<file path="src/rtl/pdp8_pkg.sv">
// rtl/pdp8_pkg.sv - shared widths, reset vector and strobe indices for the PC/field unit
package pdp8_pkg;

    localparam int PDP8_WIDTH      = 12;
    localparam int PDP8_FIELD_BITS = 3;
    localparam logic [11:0] PDP8_RESET_VECTOR = 12'o0200;

    // Bit positions of the strobes inside the edge-detect vector.
    typedef enum int {
        STB_LD     = 0,
        STB_FETCH  = 1,
        STB_CK     = 2,
        STB_CDF    = 3,
        STB_CIF    = 4,
        STB_RMF    = 5,
        STB_INTACK = 6
    } strobe_e;

    localparam int NUM_STROBES = 7;

endpackage

</file>
<file path="src/rtl/edge_rise.sv">
// rtl/edge_rise.sv - single-bit rising-edge detector with registered history
// Ports:
//   clk   - clock, rising edge
//   rst_n - asynchronous active-low reset, clears the history bit
//   d     - level input
//   rise  - high while d is high and was low on the previous clock
module edge_rise (
    input  logic clk,
    input  logic rst_n,
    input  logic d,
    output logic rise
);

    logic prev_q;
    logic prev_d;

    always_comb begin
        prev_d = d;
    end

    always_ff @(posedge clk or negedge rst_n) begin
        if (!rst_n) begin
            prev_q <= 1'b0;
        end else begin
            prev_q <= prev_d;
        end
    end

    // History clears in reset, so a level held through reset release
    // still produces one pulse on the first clock afterwards.
    assign rise = d & ~prev_q;

endmodule

</file>
<file path="src/rtl/pc_field_unit.sv">
// rtl/pc_field_unit.sv - program counter and memory-field registers driven by edge strobes
// Ports:
//   SYSCLK, RESET            - clock, asynchronous active-low reset
//   IN, FLD                  - jump target, field operand for CDF/CIF
//   LD, FETCH, CK, LATCH     - PC strobes (LD > FETCH > CK), LATCH qualifies CK
//   CDF, CIF, RMF, INTACK    - field strobes
//   PC, PCLAT, PCLATIF       - current PC, PC/IF captured at fetch
//   IF, DF, IB, SF, INHIBIT  - field registers, save field, interrupt inhibit
module pc_field_unit
    import pdp8_pkg::*;
#(
    parameter int WIDTH      = PDP8_WIDTH,
    parameter int FIELD_BITS = PDP8_FIELD_BITS,
    parameter logic [WIDTH-1:0] RESET_VECTOR = WIDTH'(PDP8_RESET_VECTOR)
) (
    input  logic                    SYSCLK,
    input  logic                    RESET,
    input  logic [WIDTH-1:0]        IN,
    input  logic [FIELD_BITS-1:0]   FLD,
    input  logic                    LD,
    input  logic                    FETCH,
    input  logic                    CK,
    input  logic                    LATCH,
    input  logic                    CDF,
    input  logic                    CIF,
    input  logic                    RMF,
    input  logic                    INTACK,
    output logic [WIDTH-1:0]        PC,
    output logic [WIDTH-1:0]        PCLAT,
    output logic [FIELD_BITS-1:0]   IF,
    output logic [FIELD_BITS-1:0]   DF,
    output logic [FIELD_BITS-1:0]   IB,
    output logic [FIELD_BITS-1:0]   PCLATIF,
    output logic [2*FIELD_BITS-1:0] SF,
    output logic                    INHIBIT
);

    logic [NUM_STROBES-1:0] strobe_raw;
    logic [NUM_STROBES-1:0] stb;

    always_comb begin
        strobe_raw             = '0;
        strobe_raw[STB_LD]     = LD;
        strobe_raw[STB_FETCH]  = FETCH;
        strobe_raw[STB_CK]     = CK;
        strobe_raw[STB_CDF]    = CDF;
        strobe_raw[STB_CIF]    = CIF;
        strobe_raw[STB_RMF]    = RMF;
        strobe_raw[STB_INTACK] = INTACK;
    end

    for (genvar g = 0; g < NUM_STROBES; g++) begin : g_edge
        edge_rise u_edge (
            .clk   (SYSCLK),
            .rst_n (RESET),
            .d     (strobe_raw[g]),
            .rise  (stb[g])
        );
    end

    logic [WIDTH-1:0]        pc_q, pc_d;
    logic [WIDTH-1:0]        pclat_q, pclat_d;
    logic [FIELD_BITS-1:0]   pclatif_q, pclatif_d;
    logic [FIELD_BITS-1:0]   if_q, if_d;
    logic [FIELD_BITS-1:0]   df_q, df_d;
    logic [FIELD_BITS-1:0]   ib_q, ib_d;
    logic [2*FIELD_BITS-1:0] sf_q, sf_d;
    logic                    inhibit_q, inhibit_d;

    always_comb begin
        pc_d      = pc_q;
        pclat_d   = pclat_q;
        pclatif_d = pclatif_q;
        if_d      = if_q;
        df_d      = df_q;
        ib_d      = ib_q;
        sf_d      = sf_q;
        inhibit_d = inhibit_q;

        // PC path: lower-priority edges in the same cycle are dropped.
        if (stb[STB_LD]) begin
            pc_d = IN;
        end else if (stb[STB_FETCH]) begin
            pclat_d   = pc_q;
            pclatif_d = if_q;
            pc_d      = pc_q + 1'b1;
        end else if (stb[STB_CK]) begin
            if (LATCH) begin
                pclat_d   = pc_q;
                pclatif_d = if_q;
            end
            pc_d = pc_q + 1'b1;
        end

        // Field path: INTACK wins outright; otherwise the jump commits the
        // pending IB into IF, and a same-cycle CIF/RMF re-arms the inhibit.
        // Explicit FLD operands (CIF/CDF) take precedence over RMF restore.
        if (stb[STB_INTACK]) begin
            sf_d      = {if_q, df_q};
            if_d      = '0;
            ib_d      = '0;
            df_d      = '0;
            inhibit_d = 1'b0;
        end else begin
            if (stb[STB_LD]) begin
                if_d      = ib_q;
                inhibit_d = 1'b0;
            end
            if (stb[STB_RMF]) begin
                ib_d      = sf_q[2*FIELD_BITS-1:FIELD_BITS];
                df_d      = sf_q[FIELD_BITS-1:0];
                inhibit_d = 1'b1;
            end
            if (stb[STB_CIF]) begin
                ib_d      = FLD;
                inhibit_d = 1'b1;
            end
            if (stb[STB_CDF]) begin
                df_d = FLD;
            end
        end
    end

    always_ff @(posedge SYSCLK or negedge RESET) begin
        if (!RESET) begin
            pc_q      <= RESET_VECTOR;
            pclat_q   <= '0;
            pclatif_q <= '0;
            if_q      <= '0;
            df_q      <= '0;
            ib_q      <= '0;
            sf_q      <= '0;
            inhibit_q <= 1'b0;
        end else begin
            pc_q      <= pc_d;
            pclat_q   <= pclat_d;
            pclatif_q <= pclatif_d;
            if_q      <= if_d;
            df_q      <= df_d;
            ib_q      <= ib_d;
            sf_q      <= sf_d;
            inhibit_q <= inhibit_d;
        end
    end

    assign PC      = pc_q;
    assign PCLAT   = pclat_q;
    assign PCLATIF = pclatif_q;
    assign IF      = if_q;
    assign DF      = df_q;
    assign IB      = ib_q;
    assign SF      = sf_q;
    assign INHIBIT = inhibit_q;

endmodule

</file>
<file path="config.mk">
export PLATFORM = sky130hd
export DESIGN_NAME = pc_field_unit
export DESIGN_NICKNAME = d
export VERILOG_FILES = /design/src/rtl/pdp8_pkg.sv /design/src/rtl/edge_rise.sv /design/src/rtl/pc_field_unit.sv
export SDC_FILE = /design/constraint.sdc
export NUM_CORES = 1
export LEC_CHECK = 0
export ABC_CLOCK_PERIOD_IN_PS = 1600
export CORE_MARGIN = 10
export CORE_UTILIZATION = 40
export CTS_CLUSTER_DIAMETER = 80
export DETAILED_ROUTE_END_ITERATION = 10
export DONT_BUFFER_PORTS = 1
export GPL_ROUTABILITY_DRIVEN = 0
export PLACE_DENSITY = 0.64
export SLEW_MARGIN = 0
export SYNTH_ARGS = -nofsm -noshare
export SYNTH_HDL_FRONTEND = slang
export SYNTH_HIERARCHICAL = 1
export SYNTH_SLANG_ARGS = --single-unit
</file>
<file path="constraint.sdc">
create_clock -name SYSCLK -period 1.6 [get_ports SYSCLK]
set_clock_uncertainty 0.2 [all_clocks]
set_input_delay 0.24 -clock SYSCLK [delete_from_list [all_inputs] [get_ports SYSCLK]]
set_output_delay 0.24 -clock SYSCLK [all_outputs]
set_load 0.05 [all_outputs]
</file>
Word-level counts from Yosys, hierarchy flattened --
Index checks and enable logic that the tools add are counted.
Word-level totals: output and inout port bits 43, register bits 50, ROM bits 0, logic and storage cells 60, latch bits 0, memories 0, memory bits (writable) 0
Operators by class: add/sub/neg operators 1, eq/ne operators 0, $lt $le $gt $ge 0, div/mod/pow operators 0, $mul 0, bitwise operators 15, muxes and demuxes 21, shifts and indexed selects 0, reduce and logical (&&, ||, !) cells 8
Operators with widths (count):
- two-way mux 12 bit | 6
- two-way mux 3 bit | 11
- adder 12 x 1 -> 12 bit, second input constant | 1
- nonzero test 3 bit | 3
- NOT 1 bit | 8
- AND 1 bit | 7
- nonzero test 2 bit | 3
- two-way mux 1 bit | 4
- nonzero test 4 bit | 1
- AND reduction 3 bit | 1

Longest topological paths before layout --
depth in word-level cells 6, gate-level depth with buffers 6, mapped depth without buffers 5

By module --
Netlist, hierarchy kept.
By module, submodules not included:
- pc_field_unit | cells an instance 162, area each 1923.1 um^2, instances 1
- edge_rise | cells an instance 2, area each 38.8 um^2, instances 7

Worst setup path before layout --
Ideal clock, no wire load.
kind flip-flop to flip-flop, start point register pc_q[2] (netlist: PC[2]), end point register pc_q[11] (netlist: PC[11]), period minus slack after synthesis 1906 ps, cell stages (with the launch flop) 5, data arrival time 1581 ps, path slack -306 ps, data required time 1275 ps, setup time 125 ps, buffers on the path 0, cell sequence dfrtp_1 -> nand4_4 -> nor4_2 -> xor2_1 -> mux2_2
On the way: word-level cells in the longest chain between the ends 4
Ends and longest elaborated chain:
- start: declaration | line pc_field_unit.sv:61 | logic [WIDTH-1:0] pc_q, pc_d;
- start signal: assignment | line pc_field_unit.sv:135 | pc_q <= pc_d;
- adder 12 x 1 -> 12 bit (*) | line pc_field_unit.sv:86, pc_field_unit.sv:92
- two-way mux 12 bit | line pc_field_unit.sv:87 | end else if (stb[STB_CK]) begin
- two-way mux 12 bit (*) | line pc_field_unit.sv:83 | end else if (stb[STB_FETCH]) begin
- two-way mux 12 bit (*) | line pc_field_unit.sv:81 | if (stb[STB_LD]) begin
Mark *: on every way between the ends. The rest lies on a longest branch, timed or not. The select of a mux whose other input is x is not followed. A chain may end at the register's enable or synchronous reset.

Worst setup path in the final report --
start point register g_edge[2].u_edge.prev_q, end point register pclat_q[2] (netlist: PCLAT[2])
On the way: word-level cells in the longest chain between the ends 4
Ends and longest elaborated chain:
- start: declaration | line edge_rise.sv:14 | logic prev_q;
- start signal: assignment | line edge_rise.sv:25 | prev_q <= prev_d;
- NOT 1 bit | line edge_rise.sv:31 | assign rise = d & ~prev_q;
- AND 1 bit | line edge_rise.sv:31
- net stb[2] | line pc_field_unit.sv:39 | logic [NUM_STROBES-1:0] stb;
- nonzero test 2 bit (no source line)
- AND reduction 3 bit (no source line)
- end signal: assignment | line pc_field_unit.sv:136 | pclat_q <= pclat_d;
- end: declaration | line pc_field_unit.sv:62 | logic [WIDTH-1:0] pclat_q, pclat_d;
The timed path passes the listed nets, and every way through them passes these cells.

==> metrics.md <==
| Metric | Value |
|---|---|
| Internal | `2.59 mW` |
| Vias per std cell | `4.92` |
| Synthesized netlist net count | `202` |
| Cell accounting for the most synthesized area | `sky130_fd_sc_hd__dfrtp_1` |
| Critical path fanouts, max | `7` |
| Synthesized netlist cell count | `176` |
| Number of failing hold endpoints at the final stage | `50` |
| Critical path depth in cells | `5` |
| Cell area after technology mapping | `2190 sq um` |
| Clk sinks | `50` |
| TritonCTS clock tree | `built` |
| Seq/Total Area, Yosys | `57.1%` |
| Number of I/O pins | `68` |
| Initial core utilization | `42.2%` |
| Count of filler cells inserted in the layout | `418` |
| Worst-case register-to-register setup slack | `-0.02 ns` |
| P per Cell Area | `1390 nW/um^2` |
| Area growth from synthesis to layout | `41.4%` |
| Final critical path time including I/O delays and setup | `1.62 ns` |
| Top_reg_cell synth | `sky130_fd_sc_hd__dfrtp_1` |
| Net Sw Frac | `40.3%` |
| Worst min path class | `input port to asynchronous set/reset pin` |
| Die outline height | `94.1 microns` |
| Transition at the pin with the smallest max-transition slack | `0.492 ns` |
| Worst skew pair latency | `0.29 ns` |
| Normalized max-slew margin | `67.2%` |
| Worst path buffer plus inverter count | `1` |
| Clock root cell | `sky130_fd_sc_hd__clkbuf_8` |
| Number of antenna violations at the first check in global routing | `0` |
| Top-count cell post-synth | `sky130_fd_sc_hd__dfrtp_1` |
| Crit path max-delay cell type | `sky130_fd_sc_hd__dfrtp_1` |
| Count of state elements after synthesis | `50` |
| Series of cell instances along the critical path | `nor2b_4 > a21oi_2 > nor2_4 > buf_12 > mux2_2` |
| Standard-cell row count | `26` |
| Number of global-route vias before repair | `1747` |
| Crit path DAT | `1.61 ns` |
| Synthesized area divided by synthesized cell count | `12.5 sq um` |
| Overall via count from detail_route | `1600` |
| Die Footprint | `8850 sq um` |
| Clock Power Share | `19.9%` |
| Global-route wire length before repair | `9.00 mm` |
| Post-synthesis async set-or-reset flop share | `100%` |
| Post-synth cell types | `26` |
| Area share of the largest cell type after synthesis | `55.9%` |
| Global-route usage over all layers | `12.9%` |
| R2r startpoint | `g_edge[2].u_edge/prev_q` |
| Final setup violation count | `10` |
| Count of H-tree levels built during CTS | `2` |
| Number of enable-type register cells in the synthesized netlist | `0` |
| Antenna-violating nets left | `0` |
| Setup CP Type | `register to register` |
| Sequential group share of total power | `39.2%` |
| Switching power of the nets | `1.74 mW` |
| Starting DRC count in detailed routing | `54` |
| Slowest cell delay on critical path | `0.41 ns` |
| Post-DP HPWL | `4.11 mm` |
| Leading post-synthesis cells by cell area | `sky130_fd_sc_hd__dfrtp_1, sky130_fd_sc_hd__mux2_2, sky130_fd_sc_hd__mux2i_1` |
| Cell class contributing the biggest share of worst-path delay | `flip-flops` |
| Setup repair after global routing missed its margin | `true` |
| GRT Residual Overflow | `0` |
| Reg-to-reg critical path endpoint | `PCLAT[2]` |
| Crit path capture type | `register` |
| Required time of the critical path | `1.58 ns` |
| Reported max-cap violation count | `0` |
| Clock-pin slew reported for the worst setup and hold paths after clock tree synthesis | `0.09 ns` |
| Diode insertion count for antenna repair | `0` |
| Depth of the worst register-to-register path | `5` |
| DRT Pass-1 Iters | `4` |
| Remaining design rule violation count | `0` |
| Status | `finished, violations left` |
| Most frequent cells after synthesis | `sky130_fd_sc_hd__dfrtp_1, sky130_fd_sc_hd__mux2_2, sky130_fd_sc_hd__nor2_1, sky130_fd_sc_hd__nand2_1, sky130_fd_sc_hd__mux2i_1` |
| Final Non-Filler Cells | `325` |
| Die W | `94.1 microns` |
| Aggregate routed wire length | `5.70 mm` |
| Highest clock frequency the design can meet | `0.616 GHz` |
| Peak supply drop | `0.760 mV` |
| Maximum clock insertion buffer count | `2` |
| Source of the critical timing path | `g_edge[2].u_edge/prev_q` |
| Number of cells in the design after placement | `291` |
| Fraction of power consumed by combinational cells | `40.8%` |
| Crit share post-route | `102%` |
| Count of buffers inserted at the top-level ports | `0` |
| Ys Warns | `6` |
| Placeable core area | `5200 sq um` |
| Fraction of layout cells with a size suffix above 1 | `44.7%` |
| Final routed wire length divided by cell count | `17.5 microns` |
| Leakage Power | `1.43 nW` |
| Failing checks | `negative hold slack, negative setup slack` |
| Startpoint Class | `register` |
| Fin worst setup slack | `-0.0247 ns` |
| Maximum number of pins on one net before global-route repair | `51` |
| Worst hold slack | `-0.572 ns` |
| End point of the critical path | `PCLAT[2]` |
| Number of buffers created by CTS | `5` |
| Total count of max-transition violations in the final report | `0` |
| Net count of the finished layout | `280` |
layer usage:
metal	up-vias	share of wire [%]	GRT usage, %
li1	752	-	-
met1	788	40	14.5
met2	60	51	21.8
met3	0	9.6	5.76
met4	0	0	3.04
met5	-	0	0
registers in the layout (all words and copies together), names as in the netlist:
register,flops
g_edge.u_edge/prev_q,7
SF,6
IB,3
DF,3
PCLAT,12
PCLATIF,3
PC,12
IF,3
INHIBIT,1
worst min-delay path by stage:
stage	end	from	depth (start not counted)
floorplan	DF[0]	RESET	0
global placement	PCLAT[9]	RESET	0
detailed placement	PCLAT[9]	RESET	0
CTS	PCLAT[9]	RESET	0
global route	PC[8]	RESET	0
finish	PC[11]	RESET	0
repair_timing:
item	4_1_cts	5_1_grt
hold buffers	21	1
buffers inserted	2	2
setup endpoints to repair	17	25
pin swaps	1	5
resized for setup	1	5
endpoints found under the hold margin	75	51
through the flow:
stage | setup TNS, ns | utilization [%] | setup slack, ns | power [mW] | instance area (sq um)
after floorplan | -0.360 | - | -0.105 | 2.85 | 2250
after global placement | -0.0414 | 52.3 | -0.0290 | 3.37 | 2720
after detailed placement | -0.407 | 52.3 | -0.0460 | 3.41 | 2720
after CTS | -0.139 | 58.9 | -0.0172 | 4.33 | 3060
after global routing | -1.16 | 59.6 | -0.0881 | 4.54 | 3100
final | -0.147 | 59.6 | -0.0247 | 4.33 | 3100
cells by family after synthesis:
logic type                 Yosys count  synth area share, %
buffers and inverters                9                 1.82
muxes                               32                 15.8
DFF                                 50                 57.1
and+or+nand+nor                     51                 14.8
xor gates and xnor gates            11                 4.39
adders and majority gates            1                0.570
AOI/OAI and AO/OA                   22                 5.53
power by group through the flow:
stage          clock network, mW  registers [mW]  logic, mW
2_1_floorplan                  0            2.47      0.376
3_3_place_gp                   0            1.72       1.66
3_5_place_dp                   0            1.73       1.68
4_1_cts                    0.887            1.71       1.73
5_1_grt                    0.947            1.73       1.86
6_report                   0.863            1.70       1.77
area by class of cell:
class,instances,area [sq um],area share (%)
Clock inverter,3,40.0,1.29
Tap cell,70,87.6,2.82
Sequential cell,50,1270,40.9
Multi-Input combinational cell,117,965,31.1
Inverter,2,7.51,0.242
Clock buffer,5,68.8,2.22
Timing Repair Buffer,78,666,21.5
layout by cell type, fill, tap and decap left out:
master,n
sky130_fd_sc_hd__mux2i_1,10
sky130_fd_sc_hd__inv_1,2
sky130_fd_sc_hd__xor2_1,4
sky130_fd_sc_hd__dfrtp_1,39
sky130_fd_sc_hd__nor2b_4,7
sky130_fd_sc_hd__nor4_2,1
sky130_fd_sc_hd__nor2_4,1
sky130_fd_sc_hd__o21ai_0,7
sky130_fd_sc_hd__ha_1,1
sky130_fd_sc_hd__a21oi_1,7
sky130_fd_sc_hd__nand2b_1,1
sky130_fd_sc_hd__nor4_4,2
sky130_fd_sc_hd__nor4b_2,1
sky130_fd_sc_hd__dfstp_4,1
sky130_fd_sc_hd__dfrtp_2,10
sky130_fd_sc_hd__nand2_1,15
sky130_fd_sc_hd__o21ai_1,5
sky130_fd_sc_hd__nand3_1,1
sky130_fd_sc_hd__a21oi_2,1
sky130_fd_sc_hd__nand4_4,1
sky130_fd_sc_hd__bufinv_16,1
sky130_fd_sc_hd__mux2_2,16
sky130_fd_sc_hd__buf_4,54
sky130_fd_sc_hd__nor3_1,1
sky130_fd_sc_hd__mux2_4,6
sky130_fd_sc_hd__buf_12,2
sky130_fd_sc_hd__o211ai_4,1
sky130_fd_sc_hd__dlygate4sd3_1,22
sky130_fd_sc_hd__xnor2_1,7
sky130_fd_sc_hd__clkbuf_8,5
sky130_fd_sc_hd__nor2_2,2
sky130_fd_sc_hd__clkinv_2,2
sky130_fd_sc_hd__o2111ai_1,1
sky130_fd_sc_hd__nor2_1,18
(Power assumes the default switching activity.)
